--- src/rtl/crc8_calculator.sv ---
// Byte-wide CRC-8 accumulator: one full non-reflected byte update per enabled clock,
// with a synchronous restart and an asynchronous active-low reset.
module crc8_calculator #(
  parameter logic [7:0] POLY      = 8'h07,
  parameter logic [7:0] INIT      = 8'h00,
  parameter logic [7:0] FINAL_XOR = 8'h00
) (
  input  logic       clk,
  input  logic       rst,
  input  logic       crc_enable,
  input  logic [7:0] data_in,
  input  logic       crc_reset,
  output logic [7:0] crc_out,
  output logic [7:0] crc_final
);

  logic [7:0] crc_q;
  logic [7:0] crc_d;

  // Eight MSB-first shift/XOR steps unrolled into a single combinational stage.
  function automatic logic [7:0] crc8_byte(input logic [7:0] crc, input logic [7:0] data);
    logic [7:0] c;
    c = crc ^ data;
    for (int i = 0; i < 8; i++) begin
      if (c[7]) begin
        c = {c[6:0], 1'b0} ^ POLY;
      end else begin
        c = {c[6:0], 1'b0};
      end
    end
    return c;
  endfunction

  always_comb begin
    crc_d = crc_q;
    if (crc_reset) begin
      crc_d = INIT;
    end else if (crc_enable) begin
      crc_d = crc8_byte(crc_q, data_in);
    end
  end

  always_ff @(posedge clk or negedge rst) begin
    if (!rst) begin
      crc_q <= INIT;
    end else begin
      crc_q <= crc_d;
    end
  end

  assign crc_out   = crc_q;
  assign crc_final = crc_q ^ FINAL_XOR;

endmodule

--- config.mk ---
export PLATFORM = sky130hd
export DESIGN_NAME = crc8_calculator
export DESIGN_NICKNAME = d
export VERILOG_FILES = /design/src/rtl/crc8_calculator.sv
export SDC_FILE = /design/constraint.sdc
export NUM_CORES = 1
export LEC_CHECK = 0
export CORE_MARGIN = 8
export CORE_UTILIZATION = 40
export CTS_BUF_LIST = sky130_fd_sc_hd__clkbuf_4 sky130_fd_sc_hd__clkbuf_8 sky130_fd_sc_hd__clkbuf_16
export DETAILED_ROUTE_END_ITERATION = 16
export PLACE_DENSITY = 0.75
export SYNTH_ARGS = -nofsm -noshare
export SYNTH_HDL_FRONTEND = slang
export SYNTH_SLANG_ARGS = --single-unit
--- constraint.sdc ---
create_clock -name clk -period 1.9 [get_ports clk]
set_input_delay 0.19 -clock clk [delete_from_list [all_inputs] [get_ports clk]]
set_output_delay 0.19 -clock clk [all_outputs]
set_load 0.01 [all_outputs]
==> results.md <==
- Post-CTS Resized: 0
- Kind of start point of the critical path: register
- Crit-path slowest cell: dfrtp_1
- Post-synth top area cell: dfrtp_1
- Top post-synthesis cells by area: dfrtp_1, xnor2_1, xor3_1
- Worst-Margin Slew: just over 0.4 ns
- WP data required: 2.08 ns
- Max reg flops: 8
- Core box area: 0.00169 mm2
- Worst r2r src: crc_final[0]
- CTS Buffer Depth: 2
- Max_cap viols: 0
- Rows: 15
- Slew Viols, Final: 0
- Post-synthesis sequential area ratio: 0.287
- GRT Residual Overflow: 0
- VDD IR max: 0.000616 V
- # setup viols final: 0
- Adder-cell area share of the yosys netlist: 0
- IO Port Bufs: 27
- Root buffer cell: clkbuf_4
- Syn_nets: 77
- CTS H-tree lvls: 1
- HP Class: input port to asynchronous set/reset pin
- Reg area: around 200 um2
- Rel. slew slack: 0.725
- PD cells: 1530 mW/mm2
- Initial core utilization: 0.413
- Num CTS Buffers: 3
- Worst R2R Setup Slack: ~0.28 ns
- CP endpoint kind: register
- GPL Wtd Cong: around 0.74
- DR DRC count: 0
- Post-Route Setup TNS: 0 ns
- Die height: a little under 60 um
- Filler instances: 143
- Final worst-path cycle share: 0.854
- Share of the synthesized area in the top cell type: 0.287
- Pleak: 0.427 nW
- Post-Synth XOR/XNOR Area: 0.399
- Final WL: 1550 um
- CP delay by family, top: XOR/XNOR gates
- Area share of and/or/nand/nor cells after synthesis: 0.0934
- Worst path buffer plus inverter count: 0
- Antenna diodes: 0
- CTS tree: yes
- Crit path cell chain: xnor2_1 -> xnor3_1 -> or3_1 -> a21oi_1
- Final Hold Vio Count: 0
- Post-route ant nets: 0
- Worst-path clk slew: ~0.06 ns
- Minimum clock period: 1.62 ns
- Synth Area in Compound Gates: 0.0862
- Worst stage delay on the critical path: 0.41 ns
- Mapped Cells: 65
- Post-DP HPWL: 1240 um
- Synth cell types: 17
- Total GRT Usage: 0.0995
- FF-to-FF End: crc_final[2]
- Worst clock skew: just under 0.003 ns
- YS warnings: 0
- WL per Instance: 14.5 um
- CP arrival: about 1.8 ns
- # nets final: 104
- RSZ-0062 raised after global routing: false
- Pre-Repair DR Iteration Count: 4
- Post-CTS setup buffer count: 0
- FF-to-FF path depth: 4
- I/O pin total: 28
- DR vias/cell: 4.93
- Multi-input logic area: 425 um2
- DIE AREA: 0.00333 mm2
- Vias in the first global route: 544
- Fraction of layout instances using a drive strength above 1: 0.100
- Maximum clock frequency: 616 MHz
- Synth-to-Final Area Change: 40.8%
- Width of the die: between 50 and 60 um
- WS Path Type: register to register
- Worst skew pair latency: ~0.25 ns
- Mapped Area: 697 um2
- Via Count: between 500 and 600
- Status: finished, final reports clean
- Clock sink total: 8
- Initial DRC Count: 8
- Synth Register Bits: 8
- Post-route core utilization: 0.581
- Critical Path Fanout Max: 4
- Mux cell area share after synthesis: 0.0323
- Largest net degree at the start of global routing: 13
- Largest family of logic cells by synthesized area: XOR/XNOR gates
- First-pass GRT wire length: ~2500 um
- Antenna violations before repair: 0
- Syn Area/Cell: 10.7 um2
- Hold_buf cts: 0
[area by class of cell]
cell class | instances | area share
Sequential cell | 8 | 0.204
Inverter | 1 | 0.00383
Tap cell | 17 | 0.0217
Multi-Input combinational cell | 46 | 0.434
Clock buffer | 3 | 0.0230
Timing Repair Buffer | 32 | 0.314
[cell usage in the layout (no fill, tap or decap)]
| cell type | synthesis | layout |
|---|---|---|
| nand2b_1 | 2 | 2 |
| buf_4 | 8 | 5 |
| xnor2_1 | 14 | 14 |
| xor3_1 | 3 | 3 |
| a211oi_1 | 3 | 3 |
| nor2_1 | 9 | 9 |
| a21oi_1 | 3 | 3 |
| xnor2_2 | 1 | 1 |
| dfrtp_1 | 8 | 8 |
| inv_1 | 1 | 1 |
| clkdlybuf4s50_1 | 0 | 27 |
| a31o_1 | 2 | 2 |
| or3_1 | 1 | 1 |
| clkbuf_4 | 0 | 3 |
| nor2b_1 | 2 | 2 |
| o21ai_0 | 1 | 1 |
| xnor3_1 | 3 | 3 |
| mux2_1 | 2 | 2 |
[power by group]
| group | leakage (nW) | switching, mW | total [mW] | internal [mW] |
|---|---|---|---|---|
| combinational | 0.308 | 0.380 | 1.04 | 0.662 |
| sequential | 0.105 | 0.0923 | 0.329 | 0.237 |
| clock | 0.0138 | 0.0614 | 0.134 | 0.0726 |
[metal layers]
metal  up-vias  wire length (um)  GRT usage
li1        259                 -          -
met1       248               623      0.104
met2        18               770      0.164
met3         2               131     0.0530
met4         0                22     0.0420
met5         -                 0          0
[synth_stat cells]
master,n
xor3_1,3
a21oi_1,3
nand2b_1,2
nor2b_1,2
a31o_1,2
a211oi_1,3
xnor3_1,3
dfrtp_1,8
clkbuf_1,2
xnor2_2,1
mux2_1,2
xnor2_1,14
inv_1,1
o21ai_0,1
buf_4,8
or3_1,1
nor2_1,9
[worst reg2reg max path: cells and delay by family, from the launching register on]
kind                      cells  cell delay (ns)
and+or+nand+nor               1             0.32
xor gates and xnor gates      2             0.68
DFF                           1             0.41
AOI/OAI and AO/OA             1             0.15
[cells by family after synthesis]
kind of cell / after synthesis
buffers and inverters: 11
AND/OR/NAND/NOR: 14
AO/OA/AOI/OAI: 9
multiplexers: 2
XOR/XNOR: 21
flip-flops: 8
[worst max-delay path by stage]
| stage | endpoint | start | cells past startpoint | slack (ns) |
|---|---|---|---|---|
| after floorplan | crc_final[2] | crc_final[6] | 4 | 0.22 |
| after CTS | crc_final[6] | crc_final[5] | 4 | 0.26 |
| after detailed placement | crc_final[6] | data_in[5] | 5 | 0.05 |
| final | crc_final[2] | crc_final[0] | 4 | 0.28 |
| after global routing | crc_final[2] | crc_final[0] | 4 | 0.15 |
| after global placement | crc_final[2] | data_in[2] | 5 | 0.09 |
[through the flow]
stage	std cells	hold slack, ns	setup slack [ns]	total power [mW]	instance area, um2
after floorplan	65	-0.106	0.216	1.04	697
after global placement	104	0.502	0.0932	1.36	958
after detailed placement	104	0.511	0.0508	1.38	958
after CTS	107	0.230	0.263	1.53	981
after global routing	107	0.251	0.148	1.62	981
final	107	0.231	0.278	1.51	981
Power figures use the tool's default switching activity.
